File: src/rtl/sprite_line_scheduler_if.sv
// Bundle of the scheduler's control, OAM / sprite-graphics read ports and slot-load bus.
// master = scheduler side, slave = PPU / memories / shift-register side.
interface sprite_line_scheduler_if;
    logic        line_start;
    logic [7:0]  next_line;
    logic [7:0]  oam_addr;
    logic [31:0] oam_rdata;
    logic [10:0] gfx_addr;
    logic [31:0] gfx_rdata;
    logic        load_valid;
    logic [2:0]  load_slot;
    logic [31:0] load_data;
    logic [8:0]  load_x;
    logic        load_pal;
    logic        busy;
    logic        done;
    logic        overflow;

    modport master (
        input  line_start, next_line, oam_rdata, gfx_rdata,
        output oam_addr, gfx_addr, load_valid, load_slot, load_data,
               load_x, load_pal, busy, done, overflow
    );

    modport slave (
        output line_start, next_line, oam_rdata, gfx_rdata,
        input  oam_addr, gfx_addr, load_valid, load_slot, load_data,
               load_x, load_pal, busy, done, overflow
    );
endinterface

File: src/rtl/sprite_line_scheduler.sv
// Per-scanline sprite evaluator: scans OAM for sprites covering next_line, then
// fetches one graphics row per slot and streams MAX_SLOTS loads to the shift registers.
module sprite_line_scheduler #(
    parameter int NUM_SPRITES = 64,
    parameter int MAX_SLOTS   = 8
) (
    input  logic                    clk,
    input  logic                    reset,
    sprite_line_scheduler_if.master bus
);
    localparam int SW = (MAX_SLOTS > 1) ? $clog2(MAX_SLOTS) : 1;
    localparam int CW = SW + 1;
    localparam logic [CW-1:0] FULL_COUNT = CW'(MAX_SLOTS);
    localparam logic [SW-1:0] LAST_SLOT  = SW'(MAX_SLOTS - 1);
    localparam logic [7:0]    LAST_ENTRY = 8'(NUM_SPRITES - 1);

    localparam logic [2:0] S_IDLE   = 3'd0;
    localparam logic [2:0] S_SCAN   = 3'd1;
    localparam logic [2:0] S_FETCH  = 3'd2;
    localparam logic [2:0] S_DRAIN  = 3'd3;
    localparam logic [2:0] S_FINISH = 3'd4;

    logic [2:0]    state_reg;
    logic [7:0]    line_reg;
    logic [7:0]    oam_addr_reg;
    logic          rd_valid_reg;
    logic [7:0]    rd_idx_reg;
    logic [CW-1:0] hit_count_reg;
    logic [SW-1:0] fetch_slot_reg;
    logic [10:0]   gfx_addr_reg;
    logic          busy_reg;
    logic          done_reg;
    logic          overflow_reg;

    logic          pend_valid_reg;
    logic          pend_real_reg;
    logic [SW-1:0] pend_slot_reg;
    logic [8:0]    pend_x_reg;
    logic          pend_pal_reg;

    logic          load_valid_reg;
    logic          load_real_reg;
    logic [SW-1:0] load_slot_reg;
    logic [8:0]    load_x_reg;
    logic          load_pal_reg;

    logic [8:0]    hit_x   [MAX_SLOTS];
    logic [10:0]   hit_gfx [MAX_SLOTS];
    logic          hit_pal [MAX_SLOTS];

    // Decode of the OAM word currently on oam_rdata
    logic [8:0] ent_x;
    logic [7:0] ent_y;
    logic [6:0] ent_tile;
    logic       ent_vflip;
    logic       ent_pal;
    logic [7:0] diff;
    logic [3:0] ent_row;
    logic       ent_hit;
    logic       list_full;
    logic       append;
    logic       slot_is_real;

    assign ent_x     = bus.oam_rdata[8:0];
    assign ent_y     = bus.oam_rdata[16:9];
    assign ent_tile  = bus.oam_rdata[23:17];
    assign ent_vflip = bus.oam_rdata[24];
    assign ent_pal   = bus.oam_rdata[25];

    // Modulo-256 difference lets sprites near y=255 wrap onto the top lines
    assign diff      = line_reg - ent_y;
    assign ent_hit   = (diff[7:4] == 4'd0);
    assign ent_row   = ent_vflip ? ~diff[3:0] : diff[3:0];
    assign list_full = (hit_count_reg == FULL_COUNT);
    assign append    = (state_reg == S_SCAN) && rd_valid_reg && ent_hit && !list_full
                       && !bus.line_start;
    assign slot_is_real = ({1'b0, fetch_slot_reg} < hit_count_reg);

    always_ff @(posedge clk or negedge reset) begin
        if (!reset) begin
            for (int i = 0; i < MAX_SLOTS; i++) begin
                hit_x[i]   <= '0;
                hit_gfx[i] <= '0;
                hit_pal[i] <= 1'b0;
            end
        end else if (append) begin
            hit_x[hit_count_reg[SW-1:0]]   <= ent_x;
            hit_gfx[hit_count_reg[SW-1:0]] <= {ent_tile, ent_row};
            hit_pal[hit_count_reg[SW-1:0]] <= ent_pal;
        end
    end

    always_ff @(posedge clk or negedge reset) begin
        if (!reset) begin
            state_reg      <= S_IDLE;
            line_reg       <= '0;
            oam_addr_reg   <= '0;
            rd_valid_reg   <= 1'b0;
            rd_idx_reg     <= '0;
            hit_count_reg  <= '0;
            fetch_slot_reg <= '0;
            gfx_addr_reg   <= '0;
            busy_reg       <= 1'b0;
            done_reg       <= 1'b0;
            overflow_reg   <= 1'b0;
            pend_valid_reg <= 1'b0;
            pend_real_reg  <= 1'b0;
            pend_slot_reg  <= '0;
            pend_x_reg     <= '0;
            pend_pal_reg   <= 1'b0;
            load_valid_reg <= 1'b0;
            load_real_reg  <= 1'b0;
            load_slot_reg  <= '0;
            load_x_reg     <= '0;
            load_pal_reg   <= 1'b0;
        end else begin
            done_reg       <= 1'b0;
            pend_valid_reg <= 1'b0;

            // Load stage lines up with gfx_rdata, one cycle after the address went out
            load_valid_reg <= pend_valid_reg;
            load_real_reg  <= pend_valid_reg && pend_real_reg;
            if (pend_valid_reg) begin
                load_slot_reg <= pend_slot_reg;
                load_x_reg    <= pend_x_reg;
                load_pal_reg  <= pend_pal_reg;
            end

            if (bus.line_start) begin
                // Start, or abort-and-restart when already busy
                state_reg     <= S_SCAN;
                line_reg      <= bus.next_line;
                hit_count_reg <= '0;
                overflow_reg  <= 1'b0;
                busy_reg      <= 1'b1;
                oam_addr_reg  <= '0;
                rd_valid_reg  <= 1'b0;
            end else begin
                case (state_reg)
                    S_SCAN: begin
                        rd_valid_reg <= 1'b1;
                        rd_idx_reg   <= oam_addr_reg;
                        if (oam_addr_reg != LAST_ENTRY) begin
                            oam_addr_reg <= oam_addr_reg + 8'd1;
                        end
                        if (rd_valid_reg) begin
                            if (ent_hit && list_full) begin
                                overflow_reg   <= 1'b1;
                                state_reg      <= S_FETCH;
                                fetch_slot_reg <= '0;
                            end else begin
                                if (ent_hit) begin
                                    hit_count_reg <= hit_count_reg + CW'(1);
                                end
                                if (rd_idx_reg == LAST_ENTRY) begin
                                    state_reg      <= S_FETCH;
                                    fetch_slot_reg <= '0;
                                end
                            end
                        end
                    end
                    S_FETCH: begin
                        pend_valid_reg <= 1'b1;
                        pend_slot_reg  <= fetch_slot_reg;
                        pend_real_reg  <= slot_is_real;
                        if (slot_is_real) begin
                            gfx_addr_reg <= hit_gfx[fetch_slot_reg];
                            pend_x_reg   <= hit_x[fetch_slot_reg];
                            pend_pal_reg <= hit_pal[fetch_slot_reg];
                        end else begin
                            pend_x_reg   <= '0;
                            pend_pal_reg <= 1'b0;
                        end
                        if (fetch_slot_reg == LAST_SLOT) begin
                            state_reg <= S_DRAIN;
                        end else begin
                            fetch_slot_reg <= fetch_slot_reg + SW'(1);
                        end
                    end
                    S_DRAIN: begin
                        state_reg <= S_FINISH;
                    end
                    S_FINISH: begin
                        done_reg  <= 1'b1;
                        busy_reg  <= 1'b0;
                        state_reg <= S_IDLE;
                    end
                    default: begin
                        state_reg <= S_IDLE;
                    end
                endcase
            end
        end
    end

    assign bus.oam_addr   = oam_addr_reg;
    assign bus.gfx_addr   = gfx_addr_reg;
    assign bus.load_valid = load_valid_reg;
    assign bus.load_slot  = 3'(load_slot_reg);
    assign bus.load_data  = load_real_reg ? bus.gfx_rdata : 32'd0;
    assign bus.load_x     = load_x_reg;
    assign bus.load_pal   = load_pal_reg;
    assign bus.busy       = busy_reg;
    assign bus.done       = done_reg;
    assign bus.overflow   = overflow_reg;

endmodule

File: src/flat_wrapper.sv
// flat-port wrapper written by rule: the top's interface ports become plain ports
module sprite_line_scheduler_flat 
#(
    parameter int NUM_SPRITES = 64,
    parameter int MAX_SLOTS   = 8
)
  (clk, reset, bus_line_start, bus_next_line, bus_oam_rdata, bus_gfx_rdata, bus_oam_addr, bus_gfx_addr, bus_load_valid, bus_load_slot, bus_load_data, bus_load_x, bus_load_pal, bus_busy, bus_done, bus_overflow);
  sprite_line_scheduler_if bus_i ();
  input  logic clk;
  input  logic reset;
  input wire logic [$bits(bus_i.line_start)-1:0] bus_line_start;
  input wire logic [$bits(bus_i.next_line)-1:0] bus_next_line;
  input wire logic [$bits(bus_i.oam_rdata)-1:0] bus_oam_rdata;
  input wire logic [$bits(bus_i.gfx_rdata)-1:0] bus_gfx_rdata;
  output wire logic [$bits(bus_i.oam_addr)-1:0] bus_oam_addr;
  output wire logic [$bits(bus_i.gfx_addr)-1:0] bus_gfx_addr;
  output wire logic [$bits(bus_i.load_valid)-1:0] bus_load_valid;
  output wire logic [$bits(bus_i.load_slot)-1:0] bus_load_slot;
  output wire logic [$bits(bus_i.load_data)-1:0] bus_load_data;
  output wire logic [$bits(bus_i.load_x)-1:0] bus_load_x;
  output wire logic [$bits(bus_i.load_pal)-1:0] bus_load_pal;
  output wire logic [$bits(bus_i.busy)-1:0] bus_busy;
  output wire logic [$bits(bus_i.done)-1:0] bus_done;
  output wire logic [$bits(bus_i.overflow)-1:0] bus_overflow;
  assign bus_i.line_start = bus_line_start;
  assign bus_i.next_line = bus_next_line;
  assign bus_i.oam_rdata = bus_oam_rdata;
  assign bus_i.gfx_rdata = bus_gfx_rdata;
  assign bus_oam_addr = bus_i.oam_addr;
  assign bus_gfx_addr = bus_i.gfx_addr;
  assign bus_load_valid = bus_i.load_valid;
  assign bus_load_slot = bus_i.load_slot;
  assign bus_load_data = bus_i.load_data;
  assign bus_load_x = bus_i.load_x;
  assign bus_load_pal = bus_i.load_pal;
  assign bus_busy = bus_i.busy;
  assign bus_done = bus_i.done;
  assign bus_overflow = bus_i.overflow;
  sprite_line_scheduler #(.NUM_SPRITES(NUM_SPRITES), .MAX_SLOTS(MAX_SLOTS)) u_core (.clk(clk), .reset(reset), .bus(bus_i));
endmodule
File: config.mk
export PLATFORM = sky130hd
export DESIGN_NAME = sprite_line_scheduler_flat
export DESIGN_NICKNAME = d
export VERILOG_FILES = /design/src/rtl/sprite_line_scheduler_if.sv /design/src/rtl/sprite_line_scheduler.sv /design/src/flat_wrapper.sv
export SDC_FILE = /design/constraint.sdc
export NUM_CORES = 1
export LEC_CHECK = 0
export ABC_AREA = 0
export CORE_ASPECT_RATIO = 1.5
export CORE_MARGIN = 4
export CORE_UTILIZATION = 51
export CTS_CLUSTER_DIAMETER = 60
export DETAILED_ROUTE_END_ITERATION = 16
export MAX_ROUTING_LAYER = met4
export PLACE_DENSITY = 0.77
export SLEW_MARGIN = 20
export SYNTH_ARGS = -nofsm -noshare
export SYNTH_HDL_FRONTEND = slang
export SYNTH_SLANG_ARGS = --single-unit
File: constraint.sdc
create_clock -name clk -period 4.06 [get_ports clk]
set_clock_uncertainty 0.15 [all_clocks]
set_input_delay 0.406 -clock clk [delete_from_list [all_inputs] [get_ports clk]]
set_output_delay 0.406 -clock clk [all_outputs]
set_load 0.02 [all_outputs]
==> results of run 1 <==
-- cell type report --
type | count | area, µm² | area share [%]
multi-input cells | 497 | 4979 | 35.36
flip-flops and latches | 247 | 6183 | 43.92
clock buffers | 33 | 705.7 | 5.012
inverters | 15 | 56.30 | 0.3999
clock inverters | 11 | 116.4 | 0.8264
repair buffers | 165 | 1699 | 12.07
well taps | 272 | 340.3 | 2.417
-- layer usage --
layer / global-route usage [%] / vias to the layer above
met4: 4.920 / 0
li1: - / 3214
met3: 2.852 / 39
met1: 24.48 / 3678
met2: 37.94 / 173
met5: - / -
-- stage by stage --
stage               cells  worst slack (ns)
CTS                  1240            0.5691
floorplan             807            0.8345
detailed placement   1195            0.1118
global placement     1195            0.1555
finish               1240            0.5784
global route         1240            0.4323
-- cells in the mapped netlist (7+ instances only) --
library cell	count
sky130_fd_sc_hd__dfrtp_1	247
sky130_fd_sc_hd__mux2_2	188
sky130_fd_sc_hd__nand2_1	45
sky130_fd_sc_hd__mux4_2	42
sky130_fd_sc_hd__and2_1	33
sky130_fd_sc_hd__o21ai_0	25
sky130_fd_sc_hd__clkbuf_1	23
sky130_fd_sc_hd__mux2i_1	21
sky130_fd_sc_hd__nor2_1	21
sky130_fd_sc_hd__buf_2	16
sky130_fd_sc_hd__ha_1	15
sky130_fd_sc_hd__inv_1	15
sky130_fd_sc_hd__nand3_1	10
sky130_fd_sc_hd__mux2_1	9
sky130_fd_sc_hd__xor2_1	8
sky130_fd_sc_hd__a21oi_1	7
sky130_fd_sc_hd__nor4_2	7
sky130_fd_sc_hd__xnor2_1	7
-- path summary, 6_finish.rpt --
kind	start	endpoint	slack (ns)	cells past startpoint
worst min-delay path	bus_next_line[0]	u_core.line_reg[0]	0.30	3
min in group asynchronous	reset	u_core.bus.oam_addr[3]	0.39	2
max in group asynchronous	reset	u_core.hit_x[49]	2.37	3
worst min register to register	u_core.pend_x_reg[4]	u_core.pend_x_reg[4]	0.32	2
worst max register to register	u_core.line_reg[0]	u_core.hit_x[5]	0.58	12
worst max-delay path	u_core.line_reg[0]	u_core.hit_x[5]	0.58	12
-- power by group --
group / total (mW) / internal (mW) / switching (mW)
combinational: 0.588 / 0.303 / 0.284
clock: 2.28 / 1.35 / 0.933
sequential: 2.62 / 2.56 / 0.0570
-- critical path: cells and delay by family (launching register included) --
family | cells | cell delay, ns
DFF | 1 | 0.36
muxes | 1 | 0.36
AOI/OAI and AO/OA | 4 | 0.97
adders and majority gates | 2 | 0.58
and+or+nand+nor | 1 | 0.32
buffers and inverters | 4 | 0.60
-- kinds of logic (layout without fill, tap and decap cells) --
logic type / Yosys count / count (layout) / synth area share, %
fa+ha+maj: 16 / 16 / 1.826
mux: 260 / 260 / 29.67
compound gates: 58 / 58 / 3.289
buf+inv: 63 / 224 / 2.453
xor+xnor: 15 / 15 / 1.155
flops: 247 / 247 / 54.35
simple gates: 148 / 148 / 7.261
==> results summary, run 1 <==
The clock transition time at the flip-flop clock pins of the worst setup and hold paths came out at 0.06 ns. Clock tree synthesis inserted a total of 24 buffers. Power spread over the standard cell area amounts to 389.7 nW/µm².

The number of warnings reported in the yosys synthesis log came out at 0. A synthesized cell averages approximately 14 µm². The fraction of the cycle the final worst path needs came out at 85.75%.

For this run, asynchronously set or reset flops after synthesis account for 100.0%. The quantity of I/O buffers inserted on ports came out at 136. The register with the most flip-flops in the layout has 88 of them.

The cell area after technology mapping is between 10000 and 15000 µm². The actual transition at the worst max-transition pin came out at 1.014 ns. The number of antenna repair diodes came out at 0. The number of global-route vias before repair came out at 7545. The fraction of final layout cells with drive strength greater than 1 is 32.75%. STA classifies the critical path endpoint as a flop.

The number of unique standard cell types used by synthesis is 54. The maximum number of pins on one net before global-route repair came out at 120. The first-pass GRT wire length came out at 39860 µm. The gate count after technology mapping is 807. The total chip power came out at 5.487 mW. In the routed layout, each cell is associated on average with a via count of between 5 and 6. After synthesis, the cell types taking the most area are sky130_fd_sc_hd__dfrtp_1, sky130_fd_sc_hd__mux2_2, sky130_fd_sc_hd__mux4_2, sky130_fd_sc_hd__mux2i_1, sky130_fd_sc_hd__and2_1. Detailed routing placed a total of 13440 µm of wire on met2.

The number of setup violations in the final report is 0. On the worst path, the slowest cell contributes a delay of 0.47 ns. The number of I/O pins is 143. After detailed routing, the average wire length per cell comes to 19.82 µm. The cell that appears most often on the critical path is sky130_fd_sc_hd__inv_1. The area growth from synthesis to final layout came out at 23.80%. For this design, the slowest cell found on the critical path is sky130_fd_sc_hd__a2111o_1. The number of remaining DRC errors came out at 0. The fraction of post-synthesis cell area in the top cell type by area came out at a little over half.

The post-detailed-routing wire length is approximately 25000 µm. The final period demand of the worst path came out at 3.482 ns. The latest clock arrival within the worst-skew pair is 0.52 ns.

The critical path goes through inv_1 > ha_1 > inv_1 > fa_1 > a21o_1 > a211oi_2 > o22ai_1 > a2111o_1 > buf_12 > nor4_4 > buf_4 > mux2_2. For the final routed database, the setup TNS stands at 0 ns. Leaving out fill and tap cells, the most frequent cells in the layout are sky130_fd_sc_hd__dfrtp_1, sky130_fd_sc_hd__mux2_2, sky130_fd_sc_hd__clkdlybuf4s50_1, sky130_fd_sc_hd__nand2_1, sky130_fd_sc_hd__mux4_2. Counting the fill cells in the layout gives 1661. The final-stage net count is ~1000. The buffer levels on the longest clock path came out at 3. The total global routing overflow came out at 0. The area after detailed placement is 13250 µm². The most used flip-flop cell after synthesis is sky130_fd_sc_hd__dfrtp_1.

The number of placement rows is 66. The first TritonRoute pass finished after 4 iterations. Once the clock tree was built, the resizer swapped 0 gates to a different size. The half-perimeter wire length of the detailed placement result came out at 15870 µm. The number of sinks handled by clock tree synthesis is 247. The highest achievable clock rate is between 200 and 300 MHz. Clock tree synthesis selected as its root buffer the cell sky130_fd_sc_hd__clkbuf_16. The max-slew violation total from the final report came out at 0.

The total of flip-flops plus latches after synthesis came out at roughly 250. IR analysis of the VDD net gives a maximum drop of about 280 µV. For this configuration, the core starts out at a cell density of 52.17%. The standard cell core area is ~22000 µm². The final cell area excluding filler cells came out at 14080 µm². The count of vias placed by the detailed router is 7104. For this block, wires on met1 add up to 9507 µm.

The number of hold buffers added after cts came out at 1. The floorplan step set the die height to 190.9 µm. Across every metal layer, demand over resource in global routing totals a little over a fifth. TritonCTS built the clock tree. The first-iteration detailed-routing DRC count is 537.

The final core utilization is between 60% and 70%. Of all cell types, the one taking the most synthesized area is sky130_fd_sc_hd__dfrtp_1. The synthesized net count came out at 898. The final weighted congestion in routability-driven placement came out at 0.7932.

Once detail routing completed, the nets flagged for antenna violations numbered 0. The type of the tightest min-delay check is primary input to flop. The number of hold violations in the final report came out at 0. The static leakage came out at 6.396 nW.

The startpoint kind of the worst setup timing path is a flop. The die width came out at 129.9 µm. The amount of wire on met3 after detailed routing is 1214 µm. The area of the die came out at 24800 µm². The library cell used most frequently in the layout, excluding fill and tap cells, is sky130_fd_sc_hd__dfrtp_1. CTS built an H-tree with a depth of 1. Measured against its own limit, the worst slew margin works out to 32.32%.

By startpoint and endpoint, the worst setup path is classified as flop to flop. The critical path arrival is between 3 and 4 ns. The number of enable flip-flop cells after synthesis came out at 0. The number of antenna violations at the first check in global routing is 0. Setup repair after global routing left no endpoint under its margin. The top metal layer carrying routed signals is met4. The required time of the worst setup path came out at roughly 4.3 ns. After synthesis, flip-flops and latches occupy between 50% and 60% of the total area. The worst hold-check slack is a little under 0.3 ns. The number of max-cap violations came out at 0. The biggest fanout along the worst timing path came out at 17. The flow ran to the end, and the final reports show no timing, DRC or antenna violations.

Post-CTS timing repair inserted 0 buffers for setup.
Power figures use the tool's default switching activity.
==> run 2: changes to the inputs <==
ABC_CLOCK_PERIOD_IN_PS = 4059   (was not set)
SETUP_SLACK_MARGIN = 0.1   (was not set)
==> results of run 2 <==
Final layout, timing and power as in run 1 (identical DEF).
==> run 3: changes to the inputs <==
CAP_MARGIN = 20   (was not set)
==> results of run 3 <==
Final layout, timing and power as in run 1 (identical DEF).
